<file path="src/rtl/lc3_int_ctrl_if.sv">
// Interrupt controller bus: device lines, config port and the INT/INTV handshake
// toward the LC-3 control FSM.
interface lc3_int_ctrl_if #(
  parameter int NUM_SRC = 8
);
  logic [NUM_SRC-1:0] irq_in;
  logic [2:0]         cpu_prio;
  logic               int_ack;
  logic               int_done;
  logic               cfg_we;
  logic [3:0]         cfg_addr;
  logic [15:0]        cfg_wdata;
  logic [15:0]        cfg_rdata;
  logic               int_req;
  logic [7:0]         int_vec;
  logic [2:0]         int_prio;
  logic               dbg_state;

  // Handshake: once int_req rises, int_vec/int_prio stay stable until the cycle
  // int_ack is high (consumed) or the request is withdrawn; int_ack without
  // int_req is ignored. int_done marks one RTI completion.
  modport slave (
    input  irq_in, cpu_prio, int_ack, int_done, cfg_we, cfg_addr, cfg_wdata,
    output cfg_rdata, int_req, int_vec, int_prio, dbg_state
  );

  modport master (
    output irq_in, cpu_prio, int_ack, int_done, cfg_we, cfg_addr, cfg_wdata,
    input  cfg_rdata, int_req, int_vec, int_prio, dbg_state
  );
endinterface

</file>
<file path="src/rtl/lc3_int_ctrl.sv">
// Priority interrupt controller feeding INT/INTV of the LC-3 control FSM, with
// edge capture, programmable per-source priority and an in-service nesting stack.
module lc3_int_ctrl #(
  parameter int         NUM_SRC  = 8,
  parameter logic [7:0] VEC_BASE = 8'h80
) (
  input  logic          clk,
  input  logic          rst,
  lc3_int_ctrl_if.slave bus
);

  typedef enum logic {S_IDLE = 1'b0, S_REQ = 1'b1} state_t;

  state_t             state_q, state_d;
  logic [NUM_SRC-1:0] pending_q, pending_d;
  logic [NUM_SRC-1:0] irq_prev_q;
  logic [NUM_SRC-1:0] enable_q, enable_d;
  logic [2:0]         src_prio_q [NUM_SRC];
  logic [2:0]         src_prio_d [NUM_SRC];
  logic [2:0]         stack_q [7];
  logic [2:0]         stack_d [7];
  logic [2:0]         depth_q, depth_d;
  logic [2:0]         win_q, win_d;
  logic               int_req_q, int_req_d;
  logic [7:0]         int_vec_q, int_vec_d;
  logic [2:0]         int_prio_q, int_prio_d;

  logic [2:0]         top_prio;
  logic [NUM_SRC-1:0] eligible;
  logic               any_elig;
  logic [2:0]         best_idx;
  logic [2:0]         best_prio;
  logic [NUM_SRC-1:0] pending_clr;
  logic               pop;
  logic [2:0]         depth_pop;
  logic               unused_wdata;

  assign unused_wdata = ^bus.cfg_wdata[14:8];

  assign top_prio = (depth_q == 3'd0) ? 3'd0 : stack_q[depth_q - 3'd1];

  // Arbitration: ascending scan with strict '>' keeps the lowest index on ties.
  always_comb begin
    any_elig  = 1'b0;
    best_idx  = 3'd0;
    best_prio = 3'd0;
    eligible  = '0;
    for (int i = 0; i < NUM_SRC; i++) begin
      eligible[i] = pending_q[i] && enable_q[i] &&
                    (src_prio_q[i] > bus.cpu_prio) && (src_prio_q[i] > top_prio);
      if (eligible[i] && (!any_elig || src_prio_q[i] > best_prio)) begin
        any_elig  = 1'b1;
        best_idx  = 3'(i);
        best_prio = src_prio_q[i];
      end
    end
  end

  always_comb begin
    state_d     = state_q;
    enable_d    = enable_q;
    src_prio_d  = src_prio_q;
    stack_d     = stack_q;
    win_d       = win_q;
    int_req_d   = int_req_q;
    int_vec_d   = int_vec_q;
    int_prio_d  = int_prio_q;
    pending_clr = '0;
    pop         = bus.int_done && (depth_q != 3'd0);
    depth_pop   = depth_q - {2'b00, pop};
    depth_d     = depth_pop;

    if (bus.cfg_we && bus.cfg_addr == 4'hE)
      pending_clr = bus.cfg_wdata[NUM_SRC-1:0];
    for (int i = 0; i < NUM_SRC; i++) begin
      if (bus.cfg_we && bus.cfg_addr == 4'(i)) begin
        enable_d[i]   = bus.cfg_wdata[15];
        src_prio_d[i] = bus.cfg_wdata[2:0];
      end
    end

    case (state_q)
      S_IDLE: begin
        if (any_elig) begin
          win_d      = best_idx;
          int_vec_d  = VEC_BASE + {5'b00000, best_idx};
          int_prio_d = best_prio;
          int_req_d  = 1'b1;
          state_d    = S_REQ;
        end
      end
      S_REQ: begin
        // Pop happens before push, so ack+done in one cycle replaces the top.
        if (bus.int_ack) begin
          pending_clr[win_q] = 1'b1;
          stack_d[depth_pop] = int_prio_q;
          depth_d            = depth_pop + 3'd1;
          int_req_d          = 1'b0;
          state_d            = S_IDLE;
        end else if (!eligible[win_q]) begin
          int_req_d = 1'b0;
          state_d   = S_IDLE;
        end
      end
      default: state_d = S_IDLE;
    endcase

    // A fresh edge wins over any clear in the same cycle.
    pending_d = (pending_q & ~pending_clr) | (bus.irq_in & ~irq_prev_q);
  end

  always_ff @(posedge clk or negedge rst) begin
    if (!rst) begin
      state_q    <= S_IDLE;
      pending_q  <= '0;
      irq_prev_q <= '0;
      enable_q   <= '0;
      depth_q    <= 3'd0;
      win_q      <= 3'd0;
      int_req_q  <= 1'b0;
      int_vec_q  <= 8'd0;
      int_prio_q <= 3'd0;
      for (int i = 0; i < NUM_SRC; i++) src_prio_q[i] <= 3'd0;
      for (int i = 0; i < 7; i++) stack_q[i] <= 3'd0;
    end else begin
      state_q    <= state_d;
      pending_q  <= pending_d;
      irq_prev_q <= bus.irq_in;
      enable_q   <= enable_d;
      depth_q    <= depth_d;
      win_q      <= win_d;
      int_req_q  <= int_req_d;
      int_vec_q  <= int_vec_d;
      int_prio_q <= int_prio_d;
      src_prio_q <= src_prio_d;
      stack_q    <= stack_d;
    end
  end

  always_comb begin
    bus.cfg_rdata = 16'h0000;
    if (bus.cfg_addr == 4'hE)
      bus.cfg_rdata = 16'(pending_q);
    else if (bus.cfg_addr == 4'hF)
      bus.cfg_rdata = {int_req_q, 4'b0000, depth_q, 5'b00000, top_prio};
    for (int i = 0; i < NUM_SRC; i++) begin
      if (bus.cfg_addr == 4'(i))
        bus.cfg_rdata = {enable_q[i], 12'h000, src_prio_q[i]};
    end
  end

  assign bus.int_req   = int_req_q;
  assign bus.int_vec   = int_vec_q;
  assign bus.int_prio  = int_prio_q;
  assign bus.dbg_state = state_q;

endmodule

</file>
<file path="src/flat_wrapper.sv">
// flat-port wrapper written by rule: the top's interface ports become plain ports
module lc3_int_ctrl_flat 
#(
  parameter int         NUM_SRC  = 8,
  parameter logic [7:0] VEC_BASE = 8'h80
)
  (clk, rst, bus_irq_in, bus_cpu_prio, bus_int_ack, bus_int_done, bus_cfg_we, bus_cfg_addr, bus_cfg_wdata, bus_cfg_rdata, bus_int_req, bus_int_vec, bus_int_prio, bus_dbg_state);
  lc3_int_ctrl_if #(.NUM_SRC(NUM_SRC)) bus_i ();
  input  logic clk;
  input  logic rst;
  input wire logic [$bits(bus_i.irq_in)-1:0] bus_irq_in;
  input wire logic [$bits(bus_i.cpu_prio)-1:0] bus_cpu_prio;
  input wire logic [$bits(bus_i.int_ack)-1:0] bus_int_ack;
  input wire logic [$bits(bus_i.int_done)-1:0] bus_int_done;
  input wire logic [$bits(bus_i.cfg_we)-1:0] bus_cfg_we;
  input wire logic [$bits(bus_i.cfg_addr)-1:0] bus_cfg_addr;
  input wire logic [$bits(bus_i.cfg_wdata)-1:0] bus_cfg_wdata;
  output wire logic [$bits(bus_i.cfg_rdata)-1:0] bus_cfg_rdata;
  output wire logic [$bits(bus_i.int_req)-1:0] bus_int_req;
  output wire logic [$bits(bus_i.int_vec)-1:0] bus_int_vec;
  output wire logic [$bits(bus_i.int_prio)-1:0] bus_int_prio;
  output wire logic [$bits(bus_i.dbg_state)-1:0] bus_dbg_state;
  assign bus_i.irq_in = bus_irq_in;
  assign bus_i.cpu_prio = bus_cpu_prio;
  assign bus_i.int_ack = bus_int_ack;
  assign bus_i.int_done = bus_int_done;
  assign bus_i.cfg_we = bus_cfg_we;
  assign bus_i.cfg_addr = bus_cfg_addr;
  assign bus_i.cfg_wdata = bus_cfg_wdata;
  assign bus_cfg_rdata = bus_i.cfg_rdata;
  assign bus_int_req = bus_i.int_req;
  assign bus_int_vec = bus_i.int_vec;
  assign bus_int_prio = bus_i.int_prio;
  assign bus_dbg_state = bus_i.dbg_state;
  lc3_int_ctrl #(.NUM_SRC(NUM_SRC), .VEC_BASE(VEC_BASE)) u_core (.clk(clk), .rst(rst), .bus(bus_i));
endmodule
</file>
<file path="config.mk">
export PLATFORM = sky130hd
export DESIGN_NAME = lc3_int_ctrl_flat
export DESIGN_NICKNAME = d
export VERILOG_FILES = /design/src/rtl/lc3_int_ctrl_if.sv /design/src/rtl/lc3_int_ctrl.sv /design/src/flat_wrapper.sv
export SDC_FILE = /design/constraint.sdc
export NUM_CORES = 1
export LEC_CHECK = 0
export CAP_MARGIN = 20
export CORE_MARGIN = 2
export CORE_UTILIZATION = 30
export CTS_CLUSTER_SIZE = 20
export DETAILED_ROUTE_END_ITERATION = 16
export PLACE_DENSITY = 0.59
export SLEW_MARGIN = 20
export SYNTH_ARGS = -nofsm -noshare
export SYNTH_HDL_FRONTEND = slang
export SYNTH_SLANG_ARGS = --single-unit
export TNS_END_PERCENT = 5
</file>
<file path="constraint.sdc">
create_clock -name clk -period 19 [get_ports clk]
set_clock_uncertainty 0.05 [all_clocks]
set_input_delay 4.75 -clock clk [delete_from_list [all_inputs] [get_ports clk]]
set_output_delay 4.75 -clock clk [all_outputs]
set_load 0.02 [all_outputs]
</file>
Yosys cells after proc, flatten, opt, wreduce, memory -nomap -nowiden
Cells that the tools add are included.
{ "word_totals": {"ff_bits": 88, "out_inout_bits": 29, "mem_bits_rw": 0, "memories": 0, "inputBits": 36, "mem_bits_ro": 0, "latch_bits": 0, "word_cells": 203} }
{ "classes": {"n_mux": 57, "shift": 0, "n_lt_le_gt_ge": 28, "n_bitwise": 9, "n_addsub": 4, "multipliers": 0, "n_eq_ne": 11, "n_reduce_logical": 63, "div_mod_pow": 0} }
{ "op_table": {"columns": ["operator", "n"], "rows": [
  ["16-bit 2-to-1 mux", 10],
  ["3-bit > comparator", 23],
  ["3-bit 2-to-1 mux", 18],
  ["1-bit logical AND", 43],
  ["8-bit 2-to-1 mux", 3],
  ["21-bit bitwise mux", 1],
  ["1-bit 2-to-1 mux", 17],
  ["8-bit AND", 2],
  ["4-bit by 3-bit == test with 1-bit output, second input constant", 4],
  ["8-bit NOT", 2],
  ["8-bit OR", 2],
  ["3-bit binary-select mux with 3-bit select", 1],
  ["3-bit demux with 3-bit select", 1],
  ["8-bit by 3-bit adder with 8-bit output, first input constant", 1],
  ["4-bit by 2-bit == test with 1-bit output, second input constant", 2],
  ["4-bit == test, second input constant", 2],
  ["4-bit greater-or-equal comparator, second input constant", 2],
  ["3-bit NOT with 4-bit output", 2],
  ["1-bit zero test", 7],
  ["1-bit logical OR", 7],
  ["2-bit AND reduction", 3],
  ["4-bit by 1-bit == test with 1-bit output, second input constant", 1],
  ["4-bit zero test", 1],
  ["3-bit by 4-bit less-than comparator with 1-bit output, second input constant", 1],
  ["other kinds (14)", 16]
]} }

Longest topological paths before layout
Gate-level depths: netlist (run 1).
{ "depth": {"depth_word": 39, "depth_mapped": 66, "ltp_nobuf": 63} }

Worst setup path before layout (run 1)
Ideal clock, no wire load.
{ "synth_timing": {"path_type": "input-to-reg", "start": "in bus_cpu_prio[2]", "end": "reg u_core.win_q[1]", "path_slack_ns": 4.693, "cell_stages": 55, "required_time_ns": 18.824, "t_arrival_ns": 14.131, "setup_time_ns": 0.126, "path_cell_list": "inv_1 -> ha_1 -> nand3_1 -> and4_1 -> and2_1 -> nand2_1 -> ha_1 -> nor2b_1 -> o21a_1 -> o21ai_0 -> a211oi_1 -> or2_2 -> ha_1 -> nor2b_1 -> o21ai_0 -> a32oi_1 -> o21a_2 -> a221oi_2 -> [... 19 more ...] -> a21oi_1 -> buf_2 -> a22oi_1 -> ha_1 -> nor2b_1 -> o21ai_0 -> a32oi_1 -> a41oi_1 -> or2_1 -> nor2_1 -> or2_1 -> ha_1 -> a21o_1 -> a21oi_1 -> a31oi_1 -> o21ai_0 -> nand2_1 -> o32a_1"} }
{ "synth_via": {"elab_chain_len": 33, "elab_cells_between_ends": 74} }
{ "synth_lines": {"columns": ["item", "line_no", "rtl"], "rows": [
  ["start, declared", "flat_wrapper.sv:12", "input wire logic [$bits(bus_i.cpu_prio)-1:0] bus_cpu_prio;"],
  ["3-bit > comparator", "lc3_int_ctrl.sv:50", "(src_prio_q[i] > bus.cpu_prio) && (src_prio_q[i] > top_prio);"],
  ["1-bit logical AND", "lc3_int_ctrl.sv:49", "eligible[i] = pending_q[i] && enable_q[i] &&"],
  ["1-bit logical AND", "lc3_int_ctrl.sv:50", null],
  ["3-bit 2-to-1 mux or 1-bit 2-to-1 mux (tied branches)", "lc3_int_ctrl.sv:51", "if (eligible[i] && (!any_elig || src_prio_q[i] > best_prio)) begin"],
  ["3-bit > comparator or 1-bit zero test (tied branches)", "lc3_int_ctrl.sv:51", null],
  ["1-bit logical OR", "lc3_int_ctrl.sv:51", null],
  ["1-bit logical AND", "lc3_int_ctrl.sv:51", null],
  ["3-bit 2-to-1 mux or 1-bit 2-to-1 mux (tied branches)", "lc3_int_ctrl.sv:51", null],
  ["[... 17 more ...]", null, null],
  ["1-bit logical OR", "lc3_int_ctrl.sv:51", null],
  ["1-bit logical AND", "lc3_int_ctrl.sv:51", null],
  ["3-bit 2-to-1 mux or 1-bit 2-to-1 mux (tied branches)", "lc3_int_ctrl.sv:51", null],
  ["3-bit > comparator or 1-bit zero test (tied branches)", "lc3_int_ctrl.sv:51", null],
  ["1-bit logical OR", "lc3_int_ctrl.sv:51", null],
  ["1-bit logical AND", "lc3_int_ctrl.sv:51", null],
  ["1-bit 2-to-1 mux", "lc3_int_ctrl.sv:51", null],
  ["2-bit AND reduction (no source line)", null, null],
  ["end signal, assigned", "lc3_int_ctrl.sv:131", "win_q <= win_d;"],
  ["end, declared", "lc3_int_ctrl.sv:23", "logic [2:0] win_q, win_d;"]
]} }
Parallel ways exist; a longest one is shown, timed or not.
A chain may end at the register's enable or synchronous reset.

Final worst setup path (run 1)
{ "layout_timing": {"start": "in bus_cpu_prio[0]", "end": "reg u_core.win_q[1]"} }
Same word-level chain as after synthesis.

==> results of run 1 <==
[worst max-delay path by stage]
stage,endpoint,slack (ns),cells past startpoint
2_1_floorplan,u_core.win_q[1]$_DFFE_PN0P_,4.69,55
3_3_place_gp,u_core.win_q[1]$_DFFE_PN0P_,2.38,54
5_1_grt,u_core.win_q[1]$_DFFE_PN0P_,1.54,55
3_5_place_dp,u_core.win_q[1]$_DFFE_PN0P_,2.26,54
6_report,u_core.win_q[1]$_DFFE_PN0P_,2.45,54
4_1_cts,u_core.win_q[1]$_DFFE_PN0P_,2.56,54
[sequential cells by signal, summed over array words and instances, names as in the netlist]
register              cells
u_core.pending_q          8
u_core.bus.int_req        1
u_core.depth_q            3
u_core.bus.int_vec        2
u_core.bus.dbg_state      1
u_core.enable_q           8
u_core.bus.int_prio       3
u_core.irq_prev_q         8
u_core.stack_q           21
u_core.src_prio_q        24
u_core.win_q              2
[cell usage after synthesis, types with 6 or more instances]
cell	n	share of area (%)
sky130_fd_sc_hd__a21oi_1	39	3.2
sky130_fd_sc_hd__a22oi_1	7	0.85
sky130_fd_sc_hd__a31oi_1	8	0.81
sky130_fd_sc_hd__and2_1	10	1.0
sky130_fd_sc_hd__buf_4	8	0.97
sky130_fd_sc_hd__clkbuf_1	12	0.73
sky130_fd_sc_hd__dfrtp_1	81	33
sky130_fd_sc_hd__ha_1	74	15
sky130_fd_sc_hd__inv_1	39	2.4
sky130_fd_sc_hd__mux2_2	45	8.2
sky130_fd_sc_hd__mux2i_1	11	1.8
sky130_fd_sc_hd__nand2_1	54	3.3
sky130_fd_sc_hd__nand3_1	36	2.9
sky130_fd_sc_hd__nand3b_1	9	1.1
sky130_fd_sc_hd__nor2_1	47	2.9
sky130_fd_sc_hd__nor2b_1	23	2.3
sky130_fd_sc_hd__nor3_1	6	0.49
sky130_fd_sc_hd__o21a_1	11	1.3
sky130_fd_sc_hd__o21ai_0	45	3.7
[power by group through the flow]
| stage | Clock (mW) | Sequential, mW | Combinational [mW] |
|---|---|---|---|
| floorplan | 0 | 0.261 | 0.461 |
| global placement | 0 | 0.289 | 0.594 |
| detailed placement | 0 | 0.290 | 0.607 |
| CTS | 0.165 | 0.287 | 0.611 |
| global route | 0.173 | 0.295 | 0.691 |
| finish | 0.161 | 0.288 | 0.613 |
[logic make-up (layout without fill, tap and decap cells)]
logic type,count (synthesis),after routing
AOI/OAI and AO/OA,162,162
xor gates and xnor gates,3,3
adders and majority gates,74,74
buffers and inverters,67,108
DFF,81,81
muxes,60,60
other,1,8
and+or+nand+nor,208,208
[per-layer routing]
layer	up-vias	GRT usage [%]
met3	14	1.96
met1	2473	22.6
met4	0	4.42
met2	101	26.4
met5	-	0
li1	2482	-
[worst max-delay path: cells and delay by family]
| kind | cells | cell delay, ns |
|---|---|---|
| compound gates | 29 | 5.88 |
| simple gates | 16 | 3.09 |
| fa+ha+maj | 8 | 2.12 |
| buf+inv | 1 | 0.85 |
[metrics by stage]
step	hold WS, ns	worst slack [ns]	instances
final	0.368	2.45	974
after global routing	0.382	1.54	974
after CTS	0.371	2.56	974
after detailed placement	0.363	2.26	958
after global placement	0.354	2.38	958
after floorplan	0.350	4.69	663
[area by class of cell]
type / count / area share (%)
multi-input cells: 515 / 53.9
flip-flops and latches: 81 / 28.3
repair buffers: 53 / 7.23
well taps: 270 / 4.71
clock buffers: 10 / 3.19
inverters: 39 / 2.04
clock inverters: 6 / 0.628
==> metrics.md, run 1 <==
| Metric | Value |
|---|---|
| Ratio of routed vias to standard cells | `about 5.2` |
| Register-to-register path setup slack | `roughly 5.3 ns` |
| Iter 0 DRT Violations | `between 400 and 500` |
| Most used cell along the critical path | `sky130_fd_sc_hd__ha_1` |
| Critical Path Max Stage Delay | `approximately 0.85 ns` |
| Count of endpoints failing hold in the final timing report | `0` |
| Number of resized instances in the post-cts repair step | `0` |
| Post-layout instance area | `slightly above 0.007 sq mm` |
| Outcome | `finished, final reports clean` |
| Post-synthesis cell type count | `70` |
| Synth Area in Adders | `15.0%` |
| Final critical path time including I/O delays and setup | `between 15 and 20 ns` |
| Port Buffer Count | `49` |
| Buffer depth of the longest clock path | `2` |
| Global-route wire length before repair | `approximately 27000 um` |
| R2r endpoint | `u_core.win_q[1]$_DFFE_PN0P_` |
| Maximum operating frequency | `60.4 MHz` |
| Crit path from | `bus_cpu_prio[0]` |
| Worst slew margin relative to its limit | `between 20% and 30%` |
| Number of synthesized flops with an enable pin | `0` |
| Skew-Pair Late Insertion Delay | `0.34 ns` |
| Share of the core filled with cells in the final layout | `between 30% and 40%` |
| Drt first pass iters | `5` |
| Switching share of power | `between 40% and 50%` |
| Sequential share of power | `a little over a quarter` |
| IO Count | `65` |
| Least-Margin Pin Slew | `approximately 1.1 ns` |
| Sum of net half-perimeters after detailed placement | `approximately 13000 um` |
| Aggregate global-route resource usage | `~16%` |
| Routability-driven placement congestion ratio | `roughly 0.90` |
| Hold worst-path end | `u_core.pending_q[6]$_DFF_PN0_` |
| Total number of H-tree levels | `3` |
| Switching pwr | `0.482 mW` |
| Number of inserted filler cells in the final layout | `2106` |
| Worst-case reg-to-reg path depth | `60` |
| Synthesis-stage register bit count | `~80` |
| Post-CTS setup buffer count | `0` |
| Via total after detailed routing | `5070` |
| Highest metal layer used by the detailed router | `met4` |
| Post-DP Area | `about 0.0069 sq mm` |
| Most frequently used flop master after synthesis | `sky130_fd_sc_hd__dfrtp_1` |
| Post-route met1 wirelength | `~8300 um` |
| Data arrival time of the critical path | `around 17 ns` |
| Portion of netlist area occupied by mux cells | `a little under an eighth` |
| Critical path capture point type | `flip-flop` |
| Num Clock Sinks | `slightly above 80` |
| Ratio of cells with drive above 1 in the final layout | `between 10% and 20%` |
| Cell area power density | `roughly 150 mW/mm^2` |
| Unrepaired setup endpoints after global routing | `no` |
| Path class of the lowest-slack min-delay path | `flip-flop to flip-flop` |
| Chip Width | `~150 um` |
| XOR/XNOR share of the synthesized area | `0.426%` |
| Overflow after GRT | `0` |
| Kind of start point of the critical path | `input pin` |
| Avg Cell Area, Syn | `between 9 and 10 sq um` |
| Netlist area before placement | `0.00616 sq mm` |
| Total area of multi-input combinational cells | `0.00386 sq mm` |
| Total length of routed met2 wires | `~8000 um` |
| TritonCTS clock tree | `done` |
| Sequential standard cell area | `0.00203 sq mm` |
| Number of buffers inserted during clock tree synthesis | `9` |
| Cell chosen for the clock root | `sky130_fd_sc_hd__clkbuf_16` |
| Clk pin slew, worst setup/hold paths | `roughly 0.06 ns` |
| Combinational share of power | `a little under 60%` |
| Simple-gate portion of the synthesized area | `approximately 17%` |
| Leak | `approximately 3.1 nW` |
| Clock network fraction of total power | `15.2%` |
| Synthesized-area fraction occupied by ao, oa, aoi and oai cells | `about a fifth` |
| Final TNS setup | `0 ns` |
| Launch instance of the worst min-delay path | `u_core.irq_prev_q[6]$_DFF_PN0_` |
| Total wire length | `between 15000 and 20000 um` |
| Max-cap viol count | `0` |
| Pin count of the biggest net entering global routing | `54` |
| Area delta synth->final | `16.3%` |
| Initial antenna violation count | `0` |
| Number of routed nets with antenna violations | `0` |
| Count of pins over their slew limit | `0` |
| Internal power | `between 0.5 and 0.6 mW` |
| Slowest stage cell on the critical path | `sky130_fd_sc_hd__clkdlybuf4s50_1` |
| Worst supply voltage drop on vdd | `0.0509 mV` |
| Number of setup violations in the final report | `0` |
| Dominant combinational cell family by area after synthesis | `compound AO/OA/AOI/OAI gates` |
| Die Y-Extent | `~150 um` |
| Count of inserted antenna diode cells | `0` |
| Max Fanout on Critical Path | `12` |
| Mean routed wirelength per cell | `17.5 um` |
| Starting density of the core | `30.6%` |
| Core Region | `0.0202 sq mm` |
| Metal3 WL | `~480 um` |
| Cells on Worst Hold Path | `1` |
| RR Startpoint | `u_core.depth_q[0]$_DFF_PN0_` |
| Number of DRC violations after detailed routing | `0` |
| Number of nets in the final layout | `about 810` |
| Hold-fix buffers, CTS | `0` |
| Kind of critical path | `input pin to flip-flop` |
| Yosys warning count | `0` |
| Proportion of synthesized flip-flops having asynchronous set or reset | `100%` |
| Gate count of the mapped netlist | `656` |
| Leading cell type in the layout, fill and taps excluded | `sky130_fd_sc_hd__dfrtp_1` |
| Pwr Total | `roughly 1.1 mW` |
| Die outline area | `around 0.022 sq mm` |
| WP data required | `between 15 and 20 ns` |
| Core Rows | `52` |
| Post-synthesis sequential area ratio | `32.9%` |
| Commonest cells after routing, fill and taps aside | `sky130_fd_sc_hd__dfrtp_1, sky130_fd_sc_hd__ha_1, sky130_fd_sc_hd__nand2_1, sky130_fd_sc_hd__clkdlybuf4s50_1, sky130_fd_sc_hd__nor2_1` |
| Number of global-route vias before repair | `just under 5000` |
| Part of the cycle the worst path needs | `just under 90%` |
No activity file was read; power rests on OpenSTA's default activity.
==> run 2, diff against run 1 <==
--- a/config.mk
+++ b/config.mk
@@ -10,7 +10,8 @@
 export CORE_UTILIZATION = 30
 export CTS_CLUSTER_SIZE = 20
 export DETAILED_ROUTE_END_ITERATION = 16
-export PLACE_DENSITY = 0.59
+export DONT_BUFFER_PORTS = 1
+export PLACE_DENSITY = 0.55
 export SLEW_MARGIN = 20
 export SYNTH_ARGS = -nofsm -noshare
 export SYNTH_HDL_FRONTEND = slang
==> run 2 against run 1 <==
Compared with the run above:
- total power is 3.7% lower
- critical path depth stayed put
- final cell count decreased by 5.2%
- sequential share of layout area grew 2.1 points
- clock power hardly changed
==> metrics.md, run 2 (synthesized netlist as in run 1, its figures left out) <==
| Metric | Value |
|---|---|
| Sum of net half-perimeters after detailed placement | `12700 um (-1.1%)` |
| Worst setup slack after layout | `3.20 ns (+0.749 ns)` |
| Area delta synth->final | `8.24%` |
| Outcome | `finished, final reports clean` |
| Max-cap viol count | `0 (unchanged)` |
| Non-filler instance count after layout | `923 (-5.2%)` |
| Total wire length | `16500 um (-3.2%)` |
| Commonest cells after routing, fill and taps aside | `sky130_fd_sc_hd__dfrtp_1, sky130_fd_sc_hd__ha_1, sky130_fd_sc_hd__nand2_1, sky130_fd_sc_hd__nor2_1` |
| Final TNS setup | `0 ns (unchanged)` |
| Critical Path Max Stage Delay | `0.76 ns (-0.09 ns)` |
| Count of endpoints failing hold in the final timing report | `0 (unchanged)` |
| Flip-flop count of the largest register after layout | `24 (unchanged)` |
| Starting density of the core | `30.6% (unchanged)` |
| Routability-driven placement congestion ratio | `0.835 (-6.8%)` |
| Pin count of the biggest net entering global routing | `82 (+52%)` |
| Worst slew margin relative to its limit | `32.8% (+3.5 points)` |
| Skew-Pair Late Insertion Delay | `0.34 ns (about the same)` |
| Drt first pass iters | `4 (-1)` |
| Global-route wire length before repair | `26900 um (-1.2%)` |
| Buffer depth of the longest clock path | `2 (unchanged)` |
| WP data required | `19.17 ns (about the same)` |
| Kind of start point of the critical path | `input pin` |
| Number of routed nets with antenna violations | `0 (unchanged)` |
| Maximum operating frequency | `63.3 MHz (+4.7%)` |
| Initial antenna violation count | `0 (unchanged)` |
| Count of pins over their slew limit | `0 (unchanged)` |
| Ratio of routed vias to standard cells | `5.22 (+0.34%)` |
| Least-Margin Pin Slew | `0.998 ns (-0.0592 ns)` |
| Register name with the most flops | `u_core.src_prio_q` |
| Share of the core filled with cells in the final layout | `33.1% (-2.5 points)` |
| Critical path capture point type | `flip-flop` |
| Iter 0 DRT Violations | `221 (-46%)` |
| Aggregate global-route resource usage | `15.8% (-0.32 points)` |
| Cell chosen for the clock root | `sky130_fd_sc_hd__clkbuf_16` |
| Kind of critical path | `input pin to flip-flop` |
| Number of buffers inserted during clock tree synthesis | `9 (unchanged)` |
| Most used cell along the critical path | `sky130_fd_sc_hd__ha_1` |
| Num Clock Sinks | `81 (unchanged)` |
| Sequential standard cell area | `0.00203 sq mm (unchanged)` |
| Data arrival time of the critical path | `15.96 ns (-0.75 ns)` |
| Number of DRC violations after detailed routing | `0 (unchanged)` |
| TritonCTS clock tree | `done` |
| Number of global-route vias before repair | `4881 (+0.041%)` |
| Number of inserted filler cells in the final layout | `2135 (+1.4%)` |
| IO Count | `65 (unchanged)` |
| Clk pin slew, worst setup/hold paths | `0.06 ns (about the same)` |
| Core Region | `0.0202 sq mm (unchanged)` |
| Biggest registers after layout | `u_core.src_prio_q x24, u_core.stack_q x21` |
| Mean routed wirelength per cell | `17.8 um (+2.1%)` |
| Pwr Total | `1.02 mW (-3.7%)` |
| Part of the cycle the worst path needs | `83.1% (-3.9 points)` |
| Die Y-Extent | `147 um (unchanged)` |
| Overflow after GRT | `0 (unchanged)` |
| Port Buffer Count | `0 (-100%)` |
| Leading cell type in the layout, fill and taps excluded | `sky130_fd_sc_hd__dfrtp_1` |
| Number of setup violations in the final report | `0 (unchanged)` |
| Cell family with the largest share of critical-path delay | `compound AO/OA/AOI/OAI gates` |
| Post-CTS setup buffer count | `0 (unchanged)` |
| Die outline area | `0.0217 sq mm (unchanged)` |
| Final critical path time including I/O delays and setup | `15.80 ns (-0.749 ns)` |
| Count of inserted antenna diode cells | `0 (unchanged)` |
| RR Startpoint | `u_core.depth_q[0]$_DFF_PN0_` |
| Unrepaired setup endpoints after global routing | `no` |
| Path class of the lowest-slack min-delay path | `flip-flop to flip-flop` |
| Leak | `2.92 nW (-6.4%)` |
| Total area of multi-input combinational cells | `0.00386 sq mm (unchanged)` |
| Total number of H-tree levels | `3 (unchanged)` |
| Placed Instances | `908 (-5.2%)` |
| Cell area power density | `153 mW/mm^2 (+3.5%)` |
| Crit path from | `bus_cpu_prio[2]` |
| Number of resized instances in the post-cts repair step | `0 (unchanged)` |
| Ratio of cells with drive above 1 in the final layout | `13.3% (+0.54 points)` |
| Core Rows | `52 (unchanged)` |
| Launch instance of the worst min-delay path | `u_core.irq_prev_q[5]$_DFF_PN0_` |
| Worst supply voltage drop on vdd | `0.0505 mV (-0.75%)` |
| Hold-fix buffers, CTS | `0 (unchanged)` |
| Setup Slack @ Placement | `2.87 ns (+0.613 ns)` |
| Buffers plus inverters on the worst setup path | `1 (unchanged)` |
| Chip Width | `147 um (unchanged)` |
| Via total after detailed routing | `4821 (-4.9%)` |
| Slowest stage cell on the critical path | `sky130_fd_sc_hd__a21oi_1` |
| Max Fanout on Critical Path | `12 (unchanged)` |
| Number of nets in the final layout | `759 (-6.2%)` |
[run 2: cell count changes in the layout (fill, tap and decap cells not counted), sizes merged]
cell and change:
buf -2, inv +1, clkinv -5, clkdlybuf4s50 -48, clkinvlp +2, clkbuf +1
[run 2: area by class of cell]
type | count | share of cell area, %
multi-input combinational | 515 | 57.9
inverter | 39 | 2.19
tap | 270 | 5.06
clock inverter | 4 | 0.431
clock buffer | 11 | 3.64
sequential | 81 | 30.4
timing repair buffer | 3 | 0.338
[run 2: layer usage]
| layer | track usage, % | vias up | part of all wire [%] | routed length (um) |
|---|---|---|---|---|
| li1 | - | 2378 | - | - |
| met5 | 0 | - | 0 | 0 |
| met2 | 25.3 | 89 | 45 | 7450 |
| met4 | 4.52 | 0 | 1.7 | 286 |
| met1 | 22.0 | 2336 | 50 | 8190 |
| met3 | 2.86 | 18 | 3.2 | 531 |
[run 2: report_power, final]
part           internal [mW]  leakage (nW)  switching, mW  total (mW)
Sequential             0.220         0.987         0.0778       0.298
Clock                 0.0916         0.128         0.0695       0.161
Combinational          0.252          1.81          0.312       0.564
Total                  0.563          2.92          0.460        1.02
[run 2: worst paths after layout]
check,end,slack [ns],cells past startpoint
worst min-delay path,u_core.pending_q[5]$_DFF_PN0_,0.37,1
worst max-delay path,u_core.win_q[1]$_DFFE_PN0P_,3.20,54
max in group asynchronous,u_core.src_prio_q[21]$_DFFE_PN0P_,14.68,0
worst min register to register,u_core.pending_q[5]$_DFF_PN0_,0.37,1
worst max register to register,u_core.win_q[1]$_DFFE_PN0P_,5.64,60
min in group asynchronous,u_core.stack_q[7]$_DFFE_PN0P_,4.06,0
[run 2: metrics by stage]
stage               instance area (sq um)  hold WS, ns
floorplan                            6190        0.350
global placement                     6400        0.354
detailed placement                   6400        0.360
CTS                                  6670        0.368
global route                         6670        0.373
finish                               6670        0.366
